[config.mk]
export PLATFORM = sky130hd
export DESIGN_NAME = seg7_scan_display
export DESIGN_NICKNAME = d
export VERILOG_FILES = /design/src/rtl/seg7_pkg.sv /design/src/rtl/seg7_scan_display_hex_decode.sv /design/src/rtl/seg7_scan_display.sv
export SDC_FILE = /design/constraint.sdc
export NUM_CORES = 1
export LEC_CHECK = 0
export ABC_AREA = 0
export CORE_MARGIN = 2
export CORE_UTILIZATION = 25
export CTS_CLUSTER_SIZE = 25
export DETAILED_ROUTE_END_ITERATION = 10
export PLACE_DENSITY_LB_ADDON = 0.1
export SYNTH_ARGS = -nofsm -noshare
export SYNTH_HDL_FRONTEND = slang
export SYNTH_SLANG_ARGS = --single-unit
[constraint.sdc]
create_clock -name clk -period 2.91 [get_ports clk]
set_input_delay 0.4365 -clock clk [delete_from_list [all_inputs] [get_ports clk]]
set_output_delay 0.4365 -clock clk [all_outputs]
set_load 0.03 [all_outputs]
[src/rtl/seg7_pkg.sv]
// Shared constants and the hex-to-segment lookup for the 8-digit
// seven-segment scanner. Segment bytes are {dp,g,f,e,d,c,b,a}, active-low.
package seg7_pkg;

    localparam int         NUM_DIGITS = 8;
    localparam logic [7:0] SEG_BLANK  = 8'hFF;

    // Active-low {g,f,e,d,c,b,a} patterns for hex characters 0..F.
    localparam logic [6:0] HEX_SEG [16] = '{
        7'h40, 7'h79, 7'h24, 7'h30, 7'h19, 7'h12, 7'h02, 7'h78,
        7'h00, 7'h10, 7'h08, 7'h03, 7'h46, 7'h21, 7'h06, 7'h0E
    };

    // Full segment byte for one character; dp=1 lights the decimal point.
    function automatic logic [7:0] seg_of(input logic [3:0] nibble, input logic dp);
        return {~dp, HEX_SEG[nibble]};
    endfunction

endpackage

[src/rtl/seg7_scan_display_hex_decode.sv]
// Combinational nibble + decimal point -> active-low segment byte.
module seg7_hex_decode
    import seg7_pkg::*;
(
    input  logic [3:0] nibble,
    input  logic       dp,
    output logic [7:0] seg_n
);

    assign seg_n = seg_of(nibble, dp);

endmodule

[src/rtl/seg7_scan_display.sv]
// Eight-digit common-anode hex scanner. Latches a 32-bit value on
// digit_valid and time-multiplexes it one digit per DIV_CNT clocks, with a
// one-cycle ghost blank at every digit switch. All outputs are registered.
// Optional build macro: SEG7_LEAD_ZERO_BLANK_EN suppresses leading zero
// digits (position 0 is always shown).
module seg7_scan_display
    import seg7_pkg::*;
#(
    parameter int DIV_CNT = 50000,
    parameter int DIV_W   = 16
) (
    input  logic        clk,
    input  logic        rst_n,
    input  logic [31:0] digit,
    input  logic        digit_valid,
    input  logic [7:0]  dp_mask,
    output logic [7:0]  an_n,
    output logic [7:0]  seg_n,
    output logic        scan_tick
);

    localparam logic [DIV_W-1:0] DIV_LAST = DIV_W'(DIV_CNT - 1);

    logic [DIV_W-1:0] div_cnt;
    logic [2:0]       idx;
    logic [31:0]      shadow;
    logic             div_wrap;
    logic             switch_cycle;
    logic             pos_blank;
    logic [3:0]       cur_nibble;
    logic [7:0]       cur_seg_n;

    assign div_wrap     = (div_cnt == DIV_LAST);
    assign switch_cycle = (div_cnt == '0);

    // Divider, scan index and the tick that marks each index advance.
    // NOTE: sequential state uses non-blocking assignments so every register
    // samples pre-edge values and simulation matches the synthesized flops.
    always_ff @(posedge clk or negedge rst_n) begin
        if (!rst_n) begin
            div_cnt   <= '0;
            idx       <= '0;
            scan_tick <= 1'b0;
        end else begin
            scan_tick <= div_wrap;
            if (div_wrap) begin
                div_cnt <= '0;
                idx     <= idx + 3'd1;
            end else begin
                div_cnt <= div_cnt + 1'b1;
            end
        end
    end

    // Shadow copy of the displayed value; every strobe is taken.
    // NOTE: the shadow is a plain 32-bit register, not a memory, so it is reset
    // to give a defined "00000000" display straight out of reset.
    always_ff @(posedge clk or negedge rst_n) begin
        if (!rst_n) begin
            shadow <= '0;
        end else if (digit_valid) begin
            shadow <= digit;
        end
    end

`ifdef SEG7_LEAD_ZERO_BLANK_EN
    logic [7:0] blank_mask;

    // Position i (i>0) is a leading zero when it and everything above it is 0.
    function automatic logic [7:0] lead_mask(input logic [31:0] v);
        logic [7:0] m;
        m = '0;
        for (int i = 1; i < NUM_DIGITS; i++) begin
            m[i] = ((v >> (4 * i)) == 32'd0);
        end
        return m;
    endfunction

    // Blank mask is captured alongside the shadow so both change together.
    always_ff @(posedge clk or negedge rst_n) begin
        if (!rst_n) begin
            blank_mask <= '0;
        end else if (digit_valid) begin
            blank_mask <= lead_mask(digit);
        end
    end

    assign pos_blank = blank_mask[idx];
`else
    assign pos_blank = 1'b0;
`endif

    assign cur_nibble = shadow[{idx, 2'b00} +: 4];

    seg7_hex_decode u_hex_decode (
        .nibble (cur_nibble),
        .dp     (dp_mask[idx]),
        .seg_n  (cur_seg_n)
    );

    // Output register: blank on the switch cycle (and for suppressed
    // positions), otherwise drive the selected anode and its character.
    always_ff @(posedge clk or negedge rst_n) begin
        if (!rst_n) begin
            an_n  <= 8'hFF;
            seg_n <= SEG_BLANK;
        end else if (switch_cycle || pos_blank) begin
            an_n  <= 8'hFF;
            seg_n <= SEG_BLANK;
        end else begin
            an_n  <= ~(8'd1 << idx);
            seg_n <= cur_seg_n;
        end
    end

endmodule

## After elaboration in Yosys (flattened, before gate mapping)

Memory sizes are Yosys's and may differ from the RTL's.
Index checks and enable logic that the tools add are counted.

- Add/sub/neg operators: 2
- Reductions and logical operators: 1
- Mux-type cells: 7
- Shift-type cells: 2
- Divide/modulo/power cells: 0
- Equality and inequality tests: 1
- Bitwise gates (word level): 3
- Order comparisons: 2
- Multipliers: 0

Operator list:

| kind | number |
|---|---|
| $shiftx A32 B6 Y4 | 1 |
| $add A16 B1 Y16 const B | 1 |
| $eq A16 B16 Y1 const B | 1 |
| $logic_not A16 Y1 | 1 |
| $mux W16 | 1 |
| $mux W8 | 2 |
| $mux W7 | 2 |
| $not A8 Y8 | 1 |
| $shl A1 B3 Y8 const A | 1 |
| $ge A5 B5 Y1 const B | 1 |
| $not A4 Y5 | 1 |
| $lt A3 B4 Y1 const B | 1 |
| $add A3 B1 Y3 const B | 1 |
| $bmux W1 S3 | 1 |
| $mux W1 | 1 |
| $not A1 Y1 | 1 |

- ROM bits: 112
- Output and inout bits: 17
- Memory bits (writable): 0
- Register bits after elaboration: 68
- Latch bits: 0
- Memories kept: 1
- Input port bits: 43

Memory list:

| memory | words | bits a word | rd ports | clocked after Yosys merged registers in | wr ports | line | source |
|---|---|---|---|---|---|---|---|
| (no name shown) | 16 | 7 | 1 | 0 | 0 | seg7_pkg.sv:16 | `return {~dp, HEX_SEG[nibble]};` |

## Depth between registers and ports, before layout

Gate-level depths: netlist (run 1).

- Depth in word-level cells: 6
- Depth in mapped cells: 9

## Hierarchy

Synthesis (run 1) repeated with hierarchy kept, for this count alone.

- Cells, all modules: 264
- Area, all modules: 3,325.7 um2

Modules (own cells, without submodules):

| module | sequential area each (um2) | cells an instance | times used | area an instance (um2) |
|---|---|---|---|---|
| seg7_scan_display | 1,721.7 | 230 | 1 | 3,047.9 |
| seg7_hex_decode | 0.0 | 34 | 1 | 277.8 |

## Worst setup path before layout (run 1)

No wires, ideal clock.

- Kind: reg2reg
- Start: register idx[0]
- End: register seg_n[3]
- Stages on the path, launching flop included: 9
- Data arrival time: 2.175 ns
- Clock period less this slack: 2.252 ns
- Path buffers: 1
- Data required time: 2.833 ns
- Setup slack: 0.658 ns
- Cell sequence: dfrtp_1 > buf_6 > mux4_2 > mux2_2 > inv_1 > ha_1 > nor3_1 > a211oi_1 > a31oi_1

- Word-level cells in the longest chain between the ends: 6

Ends and longest elaborated chain:

| what | line | source |
|---|---|---|
| start: declaration | seg7_scan_display.sv:25 | `logic [2:0] idx;` |
| start signal: assignment | seg7_scan_display.sv:48 | `idx <= idx + 3'd1;` |
| $shiftx A32 B6 Y4 | seg7_scan_display.sv:93 | `assign cur_nibble = shadow[{idx, 2'b00} +: 4];` |
| $not A4 Y5 (implied by the code) | seg7_pkg.sv:16 |  |
| $mem_v2 Z16 W7 | -- |  |
| $mux W7 (implied by the code) (2 in series) | seg7_pkg.sv:16 |  |
| $mux W8 | seg7_scan_display.sv:107 | `end else if (switch_cycle \|\| pos_blank) begin` |
| end signal: assignment | seg7_scan_display.sv:112 | `seg_n <= cur_seg_n;` |
| end: declaration | seg7_scan_display.sv:18 | `output logic [7:0] seg_n,` |

Every way passes these cells. The select of a mux whose other input is x is not followed.
A chain may end at the register's enable or synchronous reset.

## Worst setup path in the final report (run 1)

Same ends and word-level chain as after synthesis.

==> results of run 1 <==
==> cells by family (layout without fill, tap and decap cells) <==
| kind of cell | after synthesis | count (layout) | synth area share, % |
|---|---|---|---|
| AO/OA/AOI/OAI | 20 | 20 | 4.75 |
| buffers and inverters | 19 | 93 | 2.55 |
| multiplexers | 50 | 50 | 20.5 |
| adder cells (fa/ha/maj) | 14 | 14 | 5.32 |
| XOR/XNOR | 15 | 15 | 3.99 |
| AND/OR/NAND/NOR | 67 | 67 | 10.6 |
| flip-flops | 68 | 68 | 52.3 |
==> layout by cell type (no fill, tap or decap), types with 2 or more instances in the layout <==
cell             count
o211ai_2             2
nor2_1              14
xor2_1               6
o21ai_1              2
clkdlybuf4s50_1     58
and3_1               3
nor4_1               3
mux4_1               2
nor3_1               3
dfrtp_1             52
clkbuf_16            9
clkinv_2             2
buf_4                7
inv_1               10
mux2_4               2
xnor2_1              9
mux2_2              33
mux4_2               6
nand4_1              3
o221ai_1             2
nor2b_1              2
mux2i_1              3
mux2_1               3
nand3_1             13
ha_1                14
dfstp_2             16
nand2_1             16
clkbuf_1             4
a21oi_1              4
==> per-stage QoR <==
| stage | instances | setup slack, ns | power, W |
|---|---|---|---|
| final | 499 | 0.431 | 0.00236 |
| after global routing | 499 | 0.236 | 0.00247 |
| after CTS | 499 | 0.385 | 0.00240 |
| after detailed placement | 483 | 0.409 | 0.00139 |
| after global placement | 483 | 0.471 | 0.00139 |
| after floorplan | 253 | 0.658 | 0.00124 |
==> area by class of cell <==
type	count	area share, %
Clock buffer	14	5.79
Clock inverter	2	0.228
Inverter	10	0.856
Multi-Input combinational cell	166	33.9
Sequential cell	68	39.3
Tap cell	172	4.91
Timing Repair Buffer	67	15.0
==> how the worst max path moves through the flow <==
| stage | to | depth (start not counted) |
|---|---|---|
| after floorplan | seg_n[3]$_DFF_PN1_ | 8 |
| after global placement | seg_n[3]$_DFF_PN1_ | 7 |
| after detailed placement | seg_n[3]$_DFF_PN1_ | 7 |
| after CTS | seg_n[3]$_DFF_PN1_ | 7 |
| after global routing | seg_n[3]$_DFF_PN1_ | 7 |
| final | seg_n[3]$_DFF_PN1_ | 7 |
==> worst register-to-register path: cells and delay by family (launching register included) <==
| kind | cells | cell delay, ns |
|---|---|---|
| AND/OR/NAND/NOR | 1 | 0.20 |
| AO/OA/AOI/OAI | 2 | 0.23 |
| multiplexers | 2 | 0.93 |
| adder cells (fa/ha/maj) | 1 | 0.27 |
| buffers and inverters | 1 | 0.13 |
| flip-flops | 1 | 0.66 |
==> layer usage <==
layer	track usage [%]	wire, um
met3	3.19	360
met5	0	0
met1	15.9	3660
met4	4.91	134
met2	16.3	3190
==> report_power, final <==
group          leakage, nW  internal, W  switching [W]
combinational        0.857     0.000173       0.000148
clock                0.131     0.000598       0.000390
sequential           0.807      0.00102      0.0000297
total                 1.79      0.00179       0.000567
==> synthesized netlist by cell type, types with 2 or more instances <==
library cell / number
nor4_1: 3
clkbuf_1: 3
nor2_1: 14
xor2_1: 6
mux2_4: 2
dfstp_2: 16
mux2i_1: 3
buf_1: 3
inv_1: 10
ha_1: 14
nor2b_1: 2
o221ai_1: 2
nor3_1: 3
o211ai_2: 2
mux4_1: 2
mux4_2: 6
dfrtp_1: 52
and3_1: 3
nand3_1: 13
a21oi_1: 4
o21ai_1: 2
mux2_2: 33
xnor2_1: 9
nand2_1: 16
nand4_1: 3
mux2_1: 3
==> registers in the layout, summed over array words and instances (netlist names) <==
signal     cells
scan_tick      1
seg_n          8
an_n           8
idx            3
div_cnt       16
shadow        32
==> impl_results.md, run 1 <==
- Status: completed
- Routed vias/inst: 4.44
- Post-synthesis sequential area ratio: 52.3%
- EDFF count, synth: 0
- Final nets: 379
- Fin Setup TNS: 0 ns
- Vias: 2216
- CP arrival: 2.73 ns
- DRT iter0 DRCs: 90
- WP buf/inv: 1
- Reg2Reg Setup Slack: 0.43 ns
- WP data required: 3.16 ns
- Die area: 14100 sq um
- Clk slew on worst S/H paths: 0.06 ns
- Vias in the first global route: 2269
- Final number of setup-violating endpoints: 0
- # H-tree levels: 3
- Syn Nets: 310
- Crit end category: flop
- Layout cell share with drive strength beyond 1: 26.9%
- Yosys warnings: 0
- Top-Level Pins: 60
- Family with the most delay on the worst path: multiplexers
- IO buf count: 59
- Avg Inst Size Synth: 13.0 sq um
- Hold_buf cts: 0
- Final instance area: 4380 sq um
- Max Cap Viol: 0
- RR Endpoint: seg_n[3]$_DFF_PN1_
- Area contributors post-synth: dfrtp_1, dfstp_2, mux2_2, ha_1, mux4_2
- DRC violations left: 0
- Routed len/inst: 14.7 um
- CP peak stage delay: 0.66 ns
- Worst min path class: in -> async
- Area leader, netlist: dfrtp_1
- Setup bufs post-CTS: 0
- Post_cts resized: 0
- Final Hold Viols: 0
- R2r startpoint: idx[0]$_DFFE_PN0P_
- Post-synth top flop: dfrtp_1
- TritonCTS clock tree: built
- Syn Std Cell Area: 3290 sq um
- Post-synthesis register bit count: 68
- Drt pass-1 iters: 4
- DPL Wire Length: 5450 um
- ANT nets after route: 0
- Pwr dens: 538 nW/um^2
- Clk_lat worst skew: 0.33 ns
- First element of the critical path: idx[0]$_DFFE_PN0P_
- Tmin final: 2.48 ns
- R2r worst-path depth: 7
- Area of the multi-input gates: 1490 sq um
- Sinks on Clock Net: 68
- Ant diodes: 0
- Synth cell types: 50
- RSZ-0062 raised after global routing: false
- Routed WL: 7340 um
- Hold Slack: 0.174 ns
- Critical path class: reg -> reg
- Fin crit share: 85.2%
- Largest net degree at the start of global routing: 39
- Slew margin rel.: 49.4%
- Crit-path slowest cell: dfrtp_1
- Setup Skew: 0.00657 ns
- Die height: 119 um
- Antenna violations before repair: 0
- DP Area: 4120 sq um
- Post-Syn Instances: 253
- Clock Tree Buf Depth: 2
- Total global routing overflow: 0
- Synth top area share: 39.5%
- Finished Core Util: 34.5%
- Die X: 119 um
- Initial Utilization: 25.9%
- Slew Limit Fails: 0
- Gpl congestion: 0.785
- Area of the core: 12700 sq um
- FMAX: 403 MHz
- GRT Total Usage: 11.4%
- CTS root buf: clkbuf_16
- Fillers: 1316
- Crit Path Max Fanout: 10
- Seq. cell area: 1720 sq um
- Critical path cell sequence: mux4_1, mux2_4, inv_1, ha_1, nor3_1, a211oi_1, a31oi_1
- Synthesis-to-layout area growth: 33.1%
- # rows: 41
- IR Drop Worst-Case VDD: 0.257 mV
- FFs w/ async S/R, synth: 100%
- Static Leak: 1.79 nW
- Worst Tran Pin Value: 0.760 ns
- First-pass GRT wire length: 12200 um
- Crit start category: flop
- CTS buffer count: 9
No activity file was read; power rests on OpenSTA's default activity.
==> inputs of run 2 (changes only) <==
CTS_BUF_LIST = sky130_fd_sc_hd__clkbuf_16   (was unset)
HOLD_SLACK_MARGIN = 0.03   (was unset)
==> run 2 against run 1 <==
  * Register-to-register slack about the same
  * Sequential cell count unchanged
  * Final cell count unchanged
  * Sequential power about the same
  * Clock power down 4.3%
  * Global-route usage unchanged
  * Clock skew about the same
==> impl_results.md, run 2 (synthesis gave the netlist of run 1 again) <==
- Status: completed
- # H-tree levels: 3
- RSZ-0062 raised after global routing: false
- Setup Skew: 0.00682 ns
- Drt pass-1 iters: 4
- Vias in the first global route: 2269
- Crit Path Max Fanout: 10
- Sinks on Clock Net: 68
- Commonest non-fill, non-tap cell in the layout: clkdlybuf4s50_1
- Die X: 119 um
- FMAX: 403 MHz
- RR Endpoint: seg_n[3]$_DFF_PN1_
- Reg2Reg Setup Slack: 0.43 ns
- Ant diodes: 0
- WP data required: 3.16 ns
- First-pass GRT wire length: 12200 um
- Routed len/inst: 14.7 um
- DPL Wire Length: 5450 um
- Clk slew on worst S/H paths: 0.06 ns
- Gpl congestion: 0.785
- Biggest regs: shadow: 32 flops, div_cnt: 16 flops
- R2r worst-path depth: 7
- Final setup margin: 0.432 ns
- Critical path class: reg -> reg
- Routed WL: 7350 um
- First element of the critical path: idx[0]$_DFFE_PN0P_
- Fin Setup TNS: 0 ns
- Setup bufs post-CTS: 0
- Initial Utilization: 25.9%
- CTS buffer count: 9
- IO buf count: 59
- Area of the core: 12700 sq um
- Pre-CTS setup slack: 0.409 ns
- Routed vias/inst: 4.43
- Slew margin rel.: 49.4%
- Top-Level Pins: 60
- Die area: 14100 sq um
- TritonCTS clock tree: built
- Worst Tran Pin Value: 0.760 ns
- Fin crit share: 85.2%
- Pwr dens: 530 nW/um^2
- CTS root buf: clkbuf_16
- Cells after DPL: 483
- Static Leak: 1.81 nW
- Hold Slack: 0.174 ns
- Tmin final: 2.48 ns
- Non-Filler Instances: 499
- Crit end category: flop
- Largest net degree at the start of global routing: 39
- Largest Register: shadow
- R2r startpoint: idx[0]$_DFFE_PN0P_
- DRC violations left: 0
- Final nets: 379
- GRT Total Usage: 11.4%
- # rows: 41
- Final number of setup-violating endpoints: 0
- ANT nets after route: 0
- CP arrival: 2.73 ns
- Post_cts resized: 0
- Antenna violations before repair: 0
- Layout cell share with drive strength beyond 1: 26.6%
- Die height: 119 um
- Clk_lat worst skew: 0.33 ns
- Crit start category: flop
- DRT iter0 DRCs: 92
- Clock Tree Buf Depth: 2
- Hold_buf cts: 0
- Worst min path class: in -> async
- Vias: 2209
- Slew Limit Fails: 0
- Commonest cells after routing, fill and taps aside: clkdlybuf4s50_1, dfrtp_1, mux2_2
- Max reg flops: 32
- Synthesis-to-layout area growth: 32.8%
- Max Cap Viol: 0
- Total global routing overflow: 0
- IR Drop Worst-Case VDD: 0.257 mV
- Final Hold Viols: 0
==> run 2: cell count changes in the layout (fill, tap and decap cells not counted), sizes merged <==
cell | before | now
clkbuf | 14 | 9
clkinv | 2 | 3
inv | 10 | 14
==> run 2: worst max-delay path, cell delays in order, from the launching register on <==
cell and delay (ns):
dfrtp_1 0.66, mux4_1 0.61, mux2_4 0.31, inv_1 0.13
ha_1 0.27, nor3_1 0.20, a211oi_1 0.07, a31oi_1 0.16
==> run 2: cell type report <==
class	count	area (sq um)
clock buffer	9	225
clock inverter	7	28.8
tap	172	215
timing repair buffer	67	658
multi-input combinational	166	1490
fill	1317	8350
inverter	10	37.5
sequential	68	1720
==> run 2: where the power goes <==
group          switching [W]  internal [W]
registers          0.0000297       0.00102
clock network       0.000388      0.000558
logic               0.000147      0.000173
total               0.000565       0.00175
==> run 2: worst max path at each step <==
stage          slack, ns                  to
5_1_grt             0.24  seg_n[3]$_DFF_PN1_
2_1_floorplan       0.66  seg_n[3]$_DFF_PN1_
4_1_cts             0.39  seg_n[3]$_DFF_PN1_
3_3_place_gp        0.47  seg_n[3]$_DFF_PN1_
6_report            0.43  seg_n[3]$_DFF_PN1_
3_5_place_dp        0.41  seg_n[3]$_DFF_PN1_
==> run 2: through the flow <==
step	instance area, sq um	power (W)	util (%)
6_report	4370	0.00232	34.4
4_1_cts	4370	0.00236	34.4
5_1_grt	4370	0.00243	34.4
3_3_place_gp	4120	0.00139	32.4
2_1_floorplan	3290	0.00124	-
3_5_place_dp	4120	0.00139	32.4
==> run 2: per-layer routing <==
| layer | track usage (%) | vias to the layer above | routed length [um] |
|---|---|---|---|
| met3 | 3.19 | 11 | 371 |
| li1 | - | 1041 | - |
| met2 | 16.3 | 72 | 3200 |
| met5 | 0 | - | 0 |
| met1 | 15.9 | 1085 | 3640 |
| met4 | 4.91 | 0 | 132 |
